--- config.mk ---
export PLATFORM = sky130hd
export DESIGN_NAME = addsub15_slice_seq
export DESIGN_NICKNAME = d
export VERILOG_FILES = /design/src/rtl/addsub15_slice_seq.sv
export SDC_FILE = /design/constraint.sdc
export NUM_CORES = 1
export LEC_CHECK = 0
export CORE_MARGIN = 1
export CORE_UTILIZATION = 35
export CTS_CLUSTER_DIAMETER = 40
export CTS_CLUSTER_SIZE = 20
export DETAILED_ROUTE_END_ITERATION = 10
export PLACE_DENSITY = 0.6
export SYNTH_ARGS = -nofsm -noshare
export SYNTH_HDL_FRONTEND = slang
export SYNTH_SLANG_ARGS = --single-unit
--- constraint.sdc ---
create_clock -name clk -period 2.1 [get_ports clk]
set_input_delay 0.315 -clock clk [delete_from_list [all_inputs] [get_ports clk]]
set_output_delay 0.315 -clock clk [all_outputs]
set_load 0.01 [all_outputs]
--- src/rtl/addsub15_slice_seq.sv ---
// Sequential 15-bit adder/subtractor: one 3-bit carry-lookahead slice per clock, LSB first.
// Define ADDSUB15_OVF_EN to build the signed-overflow output; otherwise ovf is tied to 0.
module addsub15_slice_seq (
  input  logic        clk,
  input  logic        rst_n,
  input  logic        in_valid,
  output logic        in_ready,
  input  logic [14:0] a,
  input  logic [14:0] b,
  input  logic        sub,
  output logic        out_valid,
  input  logic        out_ready,
  output logic [14:0] sum,
  output logic        cout,
  output logic        ovf
);

  typedef enum logic [1:0] {
    IDLE = 2'd0,
    RUN  = 2'd1,
    DONE = 2'd2
  } stateT;

  stateT       state_q, state_d;
  logic [14:0] opA_q, opA_d;
  logic [14:0] opB_q, opB_d;
  logic [14:0] sum_q, sum_d;
  logic        carry_q, carry_d;
  logic [2:0]  sliceIdx_q, sliceIdx_d;
  logic        cout_q, cout_d;

  logic [2:0]  sliceG, sliceP, sliceSum;
  logic        c1, c2, c3;

  // Operands shift right by one slice per cycle, so the active slice is always bits [2:0].
  always_comb begin
    sliceG   = opA_q[2:0] & opB_q[2:0];
    sliceP   = opA_q[2:0] ^ opB_q[2:0];
    c1       = sliceG[0] | (sliceP[0] & carry_q);
    c2       = sliceG[1] | (sliceP[1] & sliceG[0]) | (sliceP[1] & sliceP[0] & carry_q);
    c3       = sliceG[2] | (sliceP[2] & sliceG[1]) | (sliceP[2] & sliceP[1] & sliceG[0])
             | (sliceP[2] & sliceP[1] & sliceP[0] & carry_q);
    sliceSum = sliceP ^ {c2, c1, carry_q};
  end

`ifdef ADDSUB15_OVF_EN
  logic ovf_q, ovf_d;
`endif

  always_ff @(posedge clk or negedge rst_n) begin
    if (!rst_n) begin
      state_q    <= IDLE;
      opA_q      <= '0;
      opB_q      <= '0;
      sum_q      <= '0;
      carry_q    <= 1'b0;
      sliceIdx_q <= '0;
      cout_q     <= 1'b0;
`ifdef ADDSUB15_OVF_EN
      ovf_q      <= 1'b0;
`endif
    end else begin
      state_q    <= state_d;
      opA_q      <= opA_d;
      opB_q      <= opB_d;
      sum_q      <= sum_d;
      carry_q    <= carry_d;
      sliceIdx_q <= sliceIdx_d;
      cout_q     <= cout_d;
`ifdef ADDSUB15_OVF_EN
      ovf_q      <= ovf_d;
`endif
    end
  end

  // Result bits enter at the top of sum_q; after five slices slice 0 has reached bit 0.
  always_comb begin
    state_d    = state_q;
    opA_d      = opA_q;
    opB_d      = opB_q;
    sum_d      = sum_q;
    carry_d    = carry_q;
    sliceIdx_d = sliceIdx_q;
    cout_d     = cout_q;
`ifdef ADDSUB15_OVF_EN
    ovf_d      = ovf_q;
`endif
    unique case (state_q)
      IDLE: begin
        if (in_valid) begin
          opA_d      = a;
          opB_d      = b ^ {15{sub}};
          carry_d    = sub;
          sliceIdx_d = 3'd0;
          state_d    = RUN;
        end
      end
      RUN: begin
        opA_d   = {3'b000, opA_q[14:3]};
        opB_d   = {3'b000, opB_q[14:3]};
        sum_d   = {sliceSum, sum_q[14:3]};
        carry_d = c3;
        if (sliceIdx_q == 3'd4) begin
          cout_d  = c3;
`ifdef ADDSUB15_OVF_EN
          // On the last slice c2 is the carry into bit 14, used in the same cycle.
          ovf_d   = c3 ^ c2;
`endif
          state_d = DONE;
        end else begin
          sliceIdx_d = sliceIdx_q + 3'd1;
        end
      end
      DONE: begin
        if (out_ready) begin
          state_d = IDLE;
        end
      end
      default: begin
        state_d = IDLE;
      end
    endcase
  end

  assign in_ready  = (state_q == IDLE);
  assign out_valid = (state_q == DONE);
  assign sum       = sum_q;
  assign cout      = cout_q;
`ifdef ADDSUB15_OVF_EN
  assign ovf       = ovf_q;
`else
  assign ovf       = 1'b0;
`endif

endmodule

### Word level (Yosys, flattened, before mapping)

Index checks and enable logic that the tools add are counted.

* flip-flop bits (word level): 52
* input bits: 35
* output and inout bits: 19
* word-level logic and storage cells: 53

* add/subtract/negate cells: 1
* eq/ne operators: 7
* mux-type cells: 13
* bitwise gates (word level): 19
* reduce and logical (&&, ||, !) cells: 6

Operators with widths (count)
* case mux 15 bit (2 select lines): 2
* 2-to-1 mux 15 bit: 2
* bitwise XOR 15 bit: 1
* bitwise AND 1 bit: 9
* 2-to-1 mux 2 bit: 3
* 2-to-1 mux 3 bit: 2
* != test 2 bit (second input constant): 3
* OR 1 bit: 6
* case mux 2 bit (3 select lines): 1
* case mux 3 bit (2 select lines): 1
* AND reduction 3 bit: 2
* bitwise XOR 3 bit: 2
* AND reduction 2 bit: 2
* adder 3 x 1 -> 3 bit (second input constant): 1
* bitwise AND 3 bit: 1
* == test 3 bit (second input constant): 1
* == test 2 x 1 -> 1 bit (second input constant): 1
* == test 2 bit (second input constant): 1
* logical NOT 2 bit: 1
* != test 2 x 1 -> 1 bit (second input constant): 1
* case mux 1 bit (2 select lines): 1
* nonzero test 2 bit: 1
* 2-to-1 mux 1 bit: 1

### Logic depth before layout (Yosys ltp)

* depth after elaboration: 6
* mapped depth: 6
* gate-level depth less buffers: 5

### Least setup slack after synthesis

Ideal clock, no wire load.

* path kind: flip-flop to flip-flop
* from: register opA_q[0]
* to: register carry_q
* setup time: 0.126 ns
* data arrival time: 1.290 ns
* data required time: 1.974 ns
* setup slack: 0.684 ns
* stages on the path, launching flop included: 5
* path buffers: 0
* clock period less this slack: 1.416 ns
* cells stage by stage: dfrtp_1 -> ha_1 -> a211oi_1 -> nor2_1 -> a221o_1

* cells in the longest elaborated chain, start to end: 5
* elaborated cells between the ends (all ways): 8
* classes of those cells: 1 x mux; 7 x bitwise

RTL lines
* start: declaration: line 25 `logic [14:0] opA_q, opA_d;`
* start signal: assignment: line 64 `opA_q <= opA_d;`
* bitwise AND 3 bit or bitwise XOR 3 bit (tied branches): line 37, 38
* bitwise AND 1 bit (on tied branches): line 41, 42
* OR 1 bit or bitwise AND 1 bit (tied branches): line 41, 42
* OR 1 bit *: line 42 `| (sliceP[2] & sliceP[1] & sliceP[0] & carry_q);`
* case mux 1 bit (2 select lines) *: line 88 `unique case (state_q)`
* end signal: assignment: line 67 `carry_q <= carry_d;`
* end: declaration: line 28 `logic carry_q, carry_d;`

Every way passes the cells marked *; elsewhere a longest branch is shown, timed or not.
A chain may end at the register's enable or synchronous reset.

### Final worst setup path

* from: register state_q[1]
* to: output in_ready

* cells in the longest elaborated chain, start to end: 1

RTL lines
* start: declaration: line 24 `stateT state_q, state_d;`
* start signal: assignment: line 63 `state_q <= state_d;`
* logical NOT 2 bit: line 125 `assign in_ready = (state_q == IDLE);`
* end: declaration: line 7 `output logic in_ready,`

Every way passes these cells.

==> impl_metrics.env <==
export IMPL_grt_pass1_wl_um=8850
export IMPL_num_nets_final=355
export IMPL_synth_top_area_cell="dfrtp_1"
export IMPL_drive_gt1_frac=0.0735
export IMPL_dp_cells=401
export IMPL_crit_chain="buf_4 > nor2_1 > clkdlybuf4s50_1"
export IMPL_ant_nets=0
export IMPL_drt_initial_drc_count=119
export IMPL_avgSynthCellArea_um2=9.86
export IMPL_finClkSkew_ns=0.00698
export IMPL_grt_remaining_overflow=0
export IMPL_dieArea_um2=7700
export IMPL_netlist_instances=261
export IMPL_regToRegSetupSlack_ns=0.51
export IMPL_cts_tree="built"
export IMPL_area_growth_pct=29.6
export IMPL_grt_max_degree=28
export IMPL_layout_worst_path_cycle_share=0.945
export IMPL_rsz0062_at_grt="no"
export IMPL_h_tree_depth=2
export IMPL_mostFrequentLayoutCells="nand2_1 (61), dfrtp_1 (51), clkdlybuf4s50_1 (51)"
export IMPL_critPathBufInv=2
export IMPL_dp_slack_ns=0.301
export IMPL_portBuffers=52
export IMPL_clk_latency_ns=0.31
export IMPL_multiInputGateArea_um2=1130
export IMPL_end_kind="output pin"
export IMPL_vias_per_cell=4.82
export IMPL_arrival_ns=1.67
export IMPL_status="complete, no violations"
export IMPL_pin_count=54
export IMPL_cp_max_fo=10
export IMPL_path_delay_family="buffers and inverters"
export IMPL_peakVddDrop_v=0.000623
export IMPL_setup_viol=0
export IMPL_yosysWarnings=0
export IMPL_worstSetupPathDepth=3
export IMPL_synth_cell_type_count=38
export IMPL_crit_required_ns=1.78
export IMPL_critPathLaunchType="flop"
export IMPL_wl_per_cell_um=13.3
export IMPL_antenna_cells=0
export IMPL_grt_pass1_vias=1828
export IMPL_core_um2=6940
export IMPL_power_leakage_nw=1.50
export IMPL_finalSetupTns_ns=0
export IMPL_fillerInstances=671
export IMPL_root_buffer="clkbuf_8"
export IMPL_gpl_final_weighted_congestion=0.729
export IMPL_hp_class="input pin to async pin"
export IMPL_grtUsageTotal=0.150
export IMPL_maxCapViolations=0
export IMPL_clkTransAtPathRegs_ns=0.09
export IMPL_die_h_um=87.8
export IMPL_instances_no_fill=409
export IMPL_regArea_um2=1300
export IMPL_fin_ws_ns=0.115
export IMPL_r2r_start="state_q[0]"
export IMPL_yosys_register_bits=52
export IMPL_post_route_drc_count=0
export IMPL_synthFlopType="dfrtp_1"
export IMPL_layout_commonest_cell="nand2_1"
export IMPL_first_pass_iters=4
export IMPL_dp_hpwl_um=3810
export IMPL_antenna_found_initial=0
export IMPL_netlist_area_um2=2570
export IMPL_cpMaxStageDelayCell="clkdlybuf4s50_1"
export IMPL_path_class="flop to output pin"
export IMPL_r2r_cells=4
export IMPL_cts_buffers=5
export IMPL_synth_edf_count=0
export IMPL_fmax_mhz=504
export IMPL_drt_wl_total_um=5450
export IMPL_crit_path_start="state_q[1]"
export IMPL_die_w_um=87.8
export IMPL_clockBufferDepth=2
export IMPL_drv_slew=0
export IMPL_vias=1973
export IMPL_clock_sinks=52
export IMPL_synthTopCellsByArea="dfrtp_1 (51%), nand2_1 (8.9%), xnor2_1 (4.8%), mux2i_1 (4.7%), o21ai_0 (3.9%)"
export IMPL_power_density_nw_per_um2=1380
export IMPL_ys_seq_area_frac=0.506
export IMPL_async_reset_ff_frac=1.00
export IMPL_finalCriticalPeriod_ns=1.99
export IMPL_critPathMaxStageDelay_ns=0.57
export IMPL_final_hold_viol_count=0
export IMPL_fp_row_count=30
export IMPL_relSlewSlack=0.572
export IMPL_worstMarginPinSlew_ns=0.642
export IMPL_syn_nets=302
export IMPL_initial_core_util=0.371
export IMPL_synth_top_area_frac=0.506
cell usage after synthesis, types with 4 or more instances:
master    instances
a21oi_1           6
a221o_1           4
buf_2             6
buf_4             5
clkbuf_1          5
dfrtp_1          52
ha_1              5
inv_1            15
mux2i_1          12
nand2_1          61
nor2_1            5
nor2b_1           5
o21ai_0          20
o221ai_1          5
o31ai_1           4
o32a_1            5
xnor2_1          14
state kept, by name, indices dropped and copies added (netlist names):
signal and flops:
sum 15, opB_q 15, opA_q 15, cout 1, carry_q 1, state_q 2, sliceIdx_q 3
worst paths after layout:
| kind | endpoint |
|---|---|
| min in group clk | sum[2] |
| hold / removal | sum[0] |
| setup / recovery | in_ready |
| hold reg to reg | sum[2] |
| setup reg to reg | opB_q[9] |
| max in group asynchronous | cout |
logic make-up after synthesis:
group | synth area share
compound gates | 0.169
fa+ha+maj | 0.0321
mux | 0.0467
flops | 0.506
simple gates | 0.130
buf+inv | 0.0613
other cells | 0.00146
xor+xnor | 0.0545
timing repair:
item                       in CTS  in global routing
hold buffers                    0                  0
buffers inserted                0                  2
setup endpoints to repair       1                  2
resized for setup               1                  0
layout make-up:
class | count | area share
Inverter | 15 | 0.0169
Timing Repair Buffer | 64 | 0.189
Clock inverter | 1 | 0.00901
Multi-Input combinational cell | 176 | 0.338
Tap cell | 96 | 0.0360
Clock buffer | 5 | 0.0206
Sequential cell | 52 | 0.391
routing by layer:
metal,vias to the layer above,global-route usage,part of all wire
met4,0,0.0492,0.012
li1,997,-,-
met2,60,0.205,0.41
met1,908,0.234,0.52
met5,-,0,0
met3,8,0.0320,0.060
worst reg2reg max path: cells and delay by family (launching register included):
family / cells / cell delay [ns]
AND/OR/NAND/NOR: 1 / 0.49
buffers and inverters: 1 / 0.23
flip-flops: 1 / 0.50
AO/OA/AOI/OAI: 2 / 0.31
stage by stage:
step / total power (W) / utilization / instance area [µm²] / hold WS [ns]
after floorplan: 0.00315 / - / 2570 / 0.0194
after global placement: 0.00391 / 0.464 / 3220 / 0.376
after detailed placement: 0.00397 / 0.464 / 3220 / 0.378
after CTS: 0.00463 / 0.478 / 3320 / 0.0458
after global routing: 0.00500 / 0.480 / 3330 / 0.0745
final: 0.00461 / 0.480 / 3330 / 0.0223
power by group:
group          switching, W  internal, W
combinational       0.00112      0.00107
clock              0.000317     0.000343
sequential         0.000306      0.00145
total               0.00175      0.00287
Power figures use the tool's default switching activity.
